==> config.mk <==
export PLATFORM = sky130hd
export DESIGN_NAME = imem_loader
export DESIGN_NICKNAME = d
export VERILOG_FILES = /design/src/rtl/imem_loader.sv
export SDC_FILE = /design/constraint.sdc
export NUM_CORES = 1
export LEC_CHECK = 0
export CAP_MARGIN = 20
export CORE_MARGIN = 1
export CORE_UTILIZATION = 54
export CTS_CLUSTER_DIAMETER = 150
export DETAILED_ROUTE_END_ITERATION = 16
export PLACE_DENSITY = 0.8
export SLEW_MARGIN = 15
export SYNTH_ARGS = -nofsm -noshare
export SYNTH_HDL_FRONTEND = slang
export SYNTH_SLANG_ARGS = --single-unit
export TNS_END_PERCENT = 5
==> constraint.sdc <==
create_clock -name clk -period 4.9 [get_ports clk]
set_input_delay 0.98 -clock clk [delete_from_list [all_inputs] [get_ports clk]]
set_output_delay 0.98 -clock clk [all_outputs]
set_load 0.02 [all_outputs]
==> src/rtl/imem_loader.sv <==
// imem_loader: byte-serial loader that packs a stream into instruction-buffer lines.
// Define IMEM_LOADER_CHECKSUM_EN to add a trailing checksum byte and load_error.
module imem_loader #(
  parameter int d_width       = 8,
  parameter int i_adr_width   = 10,
  parameter int i_width       = 20,
  parameter int i_buffer_size = 2
) (
  input  logic                                 clk,
  input  logic                                 reset,
  input  logic                                 load_start,
  input  logic [i_adr_width-1:0]               load_base,
  input  logic [i_adr_width-1:0]               load_count,
  input  logic [d_width-1:0]                   byte_in,
  input  logic                                 byte_valid,
  output logic                                 byte_ready,
  output logic [i_adr_width-1:0]               imem_write_adr,
  output logic                                 imem_write,
  output logic [i_buffer_size*i_width-1:0]     imem_in,
  output logic                                 busy,
  output logic                                 done,
  output logic                                 core_reset,
  output logic                                 load_error
);

  localparam int LW = i_buffer_size * i_width;
  localparam int NB = (LW + d_width - 1) / d_width;
  localparam int IW = (NB > 1) ? $clog2(NB) : 1;
  localparam int AW = NB * d_width;
  localparam logic [IW-1:0] LAST = IW'(NB - 1);
  localparam logic [i_adr_width-1:0] ONE = i_adr_width'(1);

  typedef enum logic [2:0] {
    S_IDLE,
    S_COLLECT,
    S_WRITE,
    S_CHECK,
    S_DONE
  } state_t;

  state_t                 state_q, state_d;
  logic [i_adr_width-1:0] adr_q, adr_d;
  logic [i_adr_width-1:0] rem_q, rem_d;
  logic [i_adr_width-1:0] wadr_q, wadr_d;
  logic [IW-1:0]          idx_q, idx_d;
  logic [AW-1:0]          asm_q, asm_d;
  logic [LW-1:0]          line_q, line_d;
  logic                   ready_q, ready_d;
  logic                   write_q, write_d;
  logic                   busy_q, busy_d;
  logic                   done_q, done_d;
  logic                   crst_q, crst_d;
  logic                   xfer;
`ifdef IMEM_LOADER_CHECKSUM_EN
  logic [d_width-1:0]     sum_q, sum_d;
  logic                   err_q, err_d;
`endif

  assign xfer = byte_valid & ready_q;

  always_comb begin
    state_d = state_q;
    adr_d   = adr_q;
    rem_d   = rem_q;
    wadr_d  = wadr_q;
    idx_d   = idx_q;
    asm_d   = asm_q;
    line_d  = line_q;
`ifdef IMEM_LOADER_CHECKSUM_EN
    sum_d   = sum_q;
    err_d   = err_q;
`endif
    unique case (state_q)
      S_IDLE: begin
        if (load_start) begin
          adr_d = load_base;
          rem_d = load_count;
          idx_d = '0;
          asm_d = '0;
`ifdef IMEM_LOADER_CHECKSUM_EN
          sum_d = '0;
          err_d = 1'b0;
`endif
          state_d = (load_count == '0) ? S_DONE : S_COLLECT;
        end
      end
      S_COLLECT: begin
        if (xfer) begin
          asm_d[int'(idx_q) * d_width +: d_width] = byte_in;
`ifdef IMEM_LOADER_CHECKSUM_EN
          sum_d = sum_q + byte_in;
`endif
          if (idx_q == LAST) begin
            idx_d   = '0;
            line_d  = asm_d[LW-1:0];
            wadr_d  = adr_q;
            state_d = S_WRITE;
          end else begin
            idx_d = idx_q + IW'(1);
          end
        end
      end
      S_WRITE: begin
        adr_d = adr_q + ONE;
        rem_d = rem_q - ONE;
        if (rem_q != ONE) begin
          state_d = S_COLLECT;
        end else begin
`ifdef IMEM_LOADER_CHECKSUM_EN
          state_d = S_CHECK;
`else
          state_d = S_DONE;
`endif
        end
      end
`ifdef IMEM_LOADER_CHECKSUM_EN
      S_CHECK: begin
        if (xfer) begin
          err_d   = (byte_in != sum_q);
          state_d = S_DONE;
        end
      end
`endif
      S_DONE: state_d = S_IDLE;
      default: state_d = S_IDLE;
    endcase

    // outputs are registered from the next state so they line up with it
    ready_d = (state_d == S_COLLECT) || (state_d == S_CHECK);
    write_d = (state_d == S_WRITE);
    busy_d  = (state_d != S_IDLE);
    done_d  = (state_d == S_DONE);
`ifdef IMEM_LOADER_CHECKSUM_EN
    crst_d  = busy_d | err_d;
`else
    crst_d  = busy_d;
`endif
  end

  always_ff @(posedge clk or posedge reset) begin
    if (reset) begin
      state_q <= S_IDLE;
      adr_q   <= '0;
      rem_q   <= '0;
      wadr_q  <= '0;
      idx_q   <= '0;
      asm_q   <= '0;
      line_q  <= '0;
      ready_q <= 1'b0;
      write_q <= 1'b0;
      busy_q  <= 1'b0;
      done_q  <= 1'b0;
      crst_q  <= 1'b0;
`ifdef IMEM_LOADER_CHECKSUM_EN
      sum_q   <= '0;
      err_q   <= 1'b0;
`endif
    end else begin
      state_q <= state_d;
      adr_q   <= adr_d;
      rem_q   <= rem_d;
      wadr_q  <= wadr_d;
      idx_q   <= idx_d;
      asm_q   <= asm_d;
      line_q  <= line_d;
      ready_q <= ready_d;
      write_q <= write_d;
      busy_q  <= busy_d;
      done_q  <= done_d;
      crst_q  <= crst_d;
`ifdef IMEM_LOADER_CHECKSUM_EN
      sum_q   <= sum_d;
      err_q   <= err_d;
`endif
    end
  end

  assign byte_ready     = ready_q;
  assign imem_write     = write_q;
  assign imem_write_adr = wadr_q;
  assign imem_in        = line_q;
  assign busy           = busy_q;
  assign done           = done_q;
  assign core_reset     = crst_q;
`ifdef IMEM_LOADER_CHECKSUM_EN
  assign load_error     = err_q;
`else
  assign load_error     = 1'b0;
`endif

endmodule

# Yosys cells after proc, flatten, opt, wreduce, memory -nomap -nowiden
# Cells that the tools add are included.
totals:
  reg_bits: 120
  in_bits: 32
  output_inout_bits: 56
  elab_cells: 55
op_classes:
  addsub: 4
  n_eq_ne: 10
  n_shift: 2
  n_mux: 18
  n_bitwise: 1
  reduce_logical: 9
op_table:
  columns: ["cell", "count"]
  rows:
  - ["$mux 40", 2]
  - ["$pmux 40 s2", 1]
  - ["$bwmux 40", 1]
  - ["$pmux 10 s2", 2]
  - ["$shift 8x33->40 const A", 1]
  - ["$shiftx 8x33->40", 1]
  - ["$neg 6->33", 1]
  - ["$mux 3", 8]
  - ["$mux 10", 2]
  - ["$add 10x1->10 const B", 1]
  - ["$logic_not 10->1", 1]
  - ["$ne 10x1->1 const B", 1]
  - ["$sub 10x1->10 const B", 1]
  - ["$eq 3x2->1 const B", 3]
  - ["$pmux 3 s3", 1]
  - ["$eq 3x1->1 const B", 2]
  - ["$eq 3x3->1 const B", 2]
  - ["$pmux 3 s2", 1]
  - ["$reduce_and 3->1", 2]
  - ["$ne 2x2->1 const B", 2]
  - ["$reduce_bool 2->1", 2]
  - ["$add 3x1->3 const B", 1]
  - ["$logic_not 3->1", 1]
  - ["$reduce_bool 3->1", 1]
  - ["3 further kinds", 3]

# Logic depth before layout (Yosys ltp)
logic_depth:
  word_depth: 6
  ltp_mapped: 11
  depth_no_buf: 8

# Least setup slack after synthesis
# No wires, ideal clock.
synth_timing:
  path_kind: "reg-to-reg"
  start: "register idx_q[0]"
  end: "register asm_q[11]"
  setup_time_ns: 0.134
  arrival_time_ns: 2.423
  required_time_ns: 4.766
  path_slack_ns: 2.343
  path_stages_with_launch: 11
  n_path_buf: 3
  synth_period_minus_slack_ns: 2.557
  cell_sequence: "dfrtp_1 > clkbuf_1 > inv_1 > ha_1 > ha_1 > clkbuf_1 > o311ai_2 > or3_4 > buf_2 > nand3_1 > o21ai_0"
synth_between:
  elab_chain_cells: 5
  elab_cells_between_ends: 6
  classes_between: "add/sub: 1; shift: 2; mux: 3"
synth_rtl:
  columns: ["item", "line", "source"]
  rows:
  - ["from (decl)", "45", "logic [IW-1:0] idx_q, idx_d;"]
  - ["from (signal assigned)", "163", "idx_q <= idx_d;"]
  - ["$neg 6->33 *", "89", "asm_d[int'(idx_q) * d_width +: d_width] = byte_in;"]
  - ["$shiftx 8x33->40 / $shift 8x33->40 (equally long branches)", "89", null]
  - ["$bwmux 40 *", "89", null]
  - ["$mux 40 *", "88", "if (xfer) begin"]
  - ["$pmux 40 s2 *", "73", "unique case (state_q)"]
  - ["to (signal assigned)", "164", "asm_q <= asm_d;"]
  - ["to (decl)", "46", "logic [AW-1:0] asm_q, asm_d;"]
# Every way passes the cells marked *; elsewhere a longest branch is shown, timed or not. The select of a mux whose other input is x is not followed.
# A chain may end at the register's enable or synchronous reset.

# Final worst setup path
layout_timing:
  start: "register idx_q[0]"
  end: "register asm_q[0]"
# The elaborated chain is that of the path after synthesis.

==> impl_metrics.csv <==
group,metric,value,unit
final_layout,layout-drive-gt1-share,8.71,%
synthesis,synth_mux_area_share,0,%
synthesis,synth_seq_area_share,53.4,%
power_and_ir_drop,power.density,642,mW/mm^2
placed_design,portBuffers,86,
placed_design,pre_cts_ws,1520,ps
global_route,grt_remaining_overflow,0,
clock_network,clock-sinks,120,
run_status,outcome,"completed",
clock_network,numCtsBuffers,17,
synthesis,synth_flop_cell,"dfrtp_1",
placed_design,gp_congestion,0.831,
sta,setup_viol,0,
die,start_util,56.5,%
sta,worst_pin_slew,818,ps
synthesis,synth-simple-area-share,21.0,%
detailed_routing,viasPerCell,6.11,
min_path,min_path_cells,2,
detailed_routing,drcViolationCount,0,
synthesis,synthXorXnorAreaFrac,0.156,%
final_layout,multi_input_area,0.00236,sq mm
synthesis,synth_top_family_by_area,"simple AND/OR/NAND/NOR gates",
worst_setup_path,criticalPathCategory,"reg -> reg",
worst_setup_path,crit_path_max_fanout,12,
synthesis,synth.avg_cell_area,9.47,sq um
power_and_ir_drop,switching_power,1.68,mW
clock_network,clk_pin_slew_worst_paths,60,ps
clock_network,tritoncts,"done",
synthesis,synth_fa_ha_area_share,2.22,%
sta,tns,0,ps
min_path,hp-start,"imem_write_adr[3]",
power_and_ir_drop,intPower,2.90,mW
worst_setup_path,regToRegEndpoint,"asm_q[0]",
sta,rsz0062_at_grt,"false",
synthesis,ys_ff_latch,120,
flow_run,max_cap_viol_count,0,
synthesis,synthCells,594,
final_layout,final_common_cell,"dfrtp_1",
final_layout,fin_util,71.7,%
sta,maxSlewViolCount,0,
min_path,hold_class,"reg -> reg",
min_path,min_to,"imem_write_adr[3]",
detailed_routing,wire_per_inst,17.5,um
detailed_routing,postRouteAntennaNets,0,
synthesis,netlist_area,0.00563,sq mm
power_and_ir_drop,comb_power_share,35.6,%
power_and_ir_drop,p_total,4.58,mW
sta,period_share,60.7,%
final_layout,num-nets-final,706,
worst_setup_path,worstPathRequired,5290,ps
final_layout,n_antenna_cell,0,
worst_setup_path,reg2reg_setup_slack,1930,ps
detailed_routing,drtIter0Drc,428,
final_layout,syn2layout_area_growth,26.8,%
sta,setup_slack,1930,ps
detailed_routing,drt_wl_total,14200,um
clock_network,htreeDepth,4,
synthesis,async_reset_ff_share,100,%
die,core,0.00995,sq mm
final_layout,final-seq-area,0.00300,sq mm
clock_network,clkLatencyLatePin,510,ps
clock_network,clockBufferDepth,2,
synthesis,synth_nets,636,
sta,slew_headroom,45.2,%
sta,min_period,2970,ps
die,die_y,104,um
clock_network,cts_resized,0,
final_layout,final_area,0.00714,sq mm
die,die_w,104,um
worst_setup_path,worstPathArrival,3370,ps
detailed_routing,drt_pass1_iterations,5,
power_and_ir_drop,switching_share,36.6,%
die,die-area,0.0108,sq mm
worst_setup_path,start_kind,"flop",
power_and_ir_drop,pwr-share-clk,28.9,%
sta,fmax,336,MHz
clock_network,hold_buffers,0,
die,rows,36,
final_layout,final_cell_mix,"120 x dfrtp_1, 117 x nand2_1, 86 x clkdlybuf4s50_1",
power_and_ir_drop,p_leak,3.02,nW
global_route,grt_pass1_wl,23600,um
clock_network,clockRootBuffer,"clkbuf_8",
detailed_routing,vias,4951,
clock_network,cts_setup_buffers,0,
sta,skew,9.52,ps
sta,hold_viol,0,
global_route,track_usage,27.4,%
synthesis,synth_compound_area_share,18.4,%
placed_design,placed_cell_area,0.00649,sq mm
worst_setup_path,end_kind,"flop",
synthesis,synth-edff-count,0,
synthesis,synth_warnings,0,
worst_setup_path,reg2reg_from,"idx_q[0]",
power_and_ir_drop,p_seq_share,35.5,%
global_route,antenna_found_initial,0,
global_route,grt_pass1_vias,4770,
final_layout,nFillCells,710,
placed_design,dp_hpwl,9040,um
power_and_ir_drop,irDropWorstVdd,0.000344,V
worst_setup_path,rr_worst_depth,7,
global_route,grt_start_max_net_pins,91,
synthesis,synth_cell_types,62,
die,io_pins,88,
[Yosys cell counts, types with 3 or more instances]
library cell	count	area share [%]
dfrtp_1	120	53
a22o_1	9	1.4
nand3_1	23	2.0
clkbuf_1	16	1.1
nor3_1	4	0.36
a21oi_1	33	2.9
o22ai_1	4	0.44
nor3b_1	4	0.53
a32oi_1	8	1.2
o21ai_1	9	0.80
nor2b_1	5	0.56
a211oi_1	7	0.93
a31oi_1	4	0.44
nand4_1	3	0.33
ha_1	10	2.2
or2_2	3	0.33
nor2_1	67	4.5
a221oi_1	13	2.0
nand2_1	117	7.8
buf_1	4	0.27
inv_1	12	0.80
or3_1	3	0.33
nor4_1	4	0.44
buf_4	6	0.80
o311ai_0	3	0.47
o21ai_0	34	3.0
o211ai_1	10	1.3
buf_6	3	0.60
buf_2	13	1.2
[layer usage]
| metal | vias up | global-route usage, % | share of wire [%] |
|---|---|---|---|
| li1 | 2241 | - | - |
| met1 | 2414 | 38.6 | 43 |
| met2 | 262 | 42.2 | 48 |
| met3 | 34 | 5.01 | 6.6 |
| met4 | 0 | 10.8 | 2.0 |
| met5 | - | 0 | 0 |
[metrics by stage]
stage | hold WS (ps) | instances
after floorplan | 451 | 594
after global placement | 463 | 777
after detailed placement | 462 | 777
after CTS | 476 | 809
after global routing | 507 | 810
final | 477 | 810
[sequential cells by signal, indices dropped and copies added, names as in the netlist]
| name | flops |
|---|---|
| imem_write | 1 |
| rem_q | 10 |
| imem_in | 40 |
| byte_ready | 1 |
| core_reset | 1 |
| asm_q | 40 |
| adr_q | 10 |
| done | 1 |
| idx_q | 3 |
| state_q | 3 |
| imem_write_adr | 10 |
[power groups by stage]
stage | Clock (mW) | Combinational [mW] | Sequential (mW)
2_1_floorplan | 0 | 0.812 | 1.78
3_5_place_dp | 0 | 1.60 | 1.63
4_1_cts | 1.33 | 1.63 | 1.62
3_3_place_gp | 0 | 1.55 | 1.61
5_1_grt | 1.37 | 1.77 | 1.68
6_report | 1.32 | 1.63 | 1.63
[logic make-up after synthesis]
family	Yosys count
adders and majority gates	10
AOI/OAI and AO/OA	153
xor gates and xnor gates	1
DFF	120
buffers and inverters	55
and+or+nand+nor	254
other	1
[final cells by class]
cell class | instances | share of cell area (%)
Tap cell | 133 | 2.33
Clock buffer | 19 | 5.91
Inverter | 13 | 0.772
Sequential cell | 120 | 42.1
Clock inverter | 13 | 2.84
Timing Repair Buffer | 93 | 13.0
Multi-Input combinational cell | 419 | 33.1
[worst max-delay path, stage by stage, from the launching register on]
cell and delay (ps):
dfrtp_1 590, inv_1 170, ha_1 260, ha_1 430, or3b_2 550, nor2_1 500, o21ai_0 150, a22o_1 200
[how the worst max path moves through the flow]
stage | depth (start not counted) | to | from
final | 7 | asm_q[0] | idx_q[0]
after floorplan | 1 | adr_q[0] | reset
after detailed placement | 6 | asm_q[0] | load_start
after CTS | 9 | imem_in[14] | idx_q[0]
after global routing | 6 | asm_q[29] | idx_q[0]
after global placement | 6 | asm_q[0] | load_start
(Power assumes the default switching activity.)
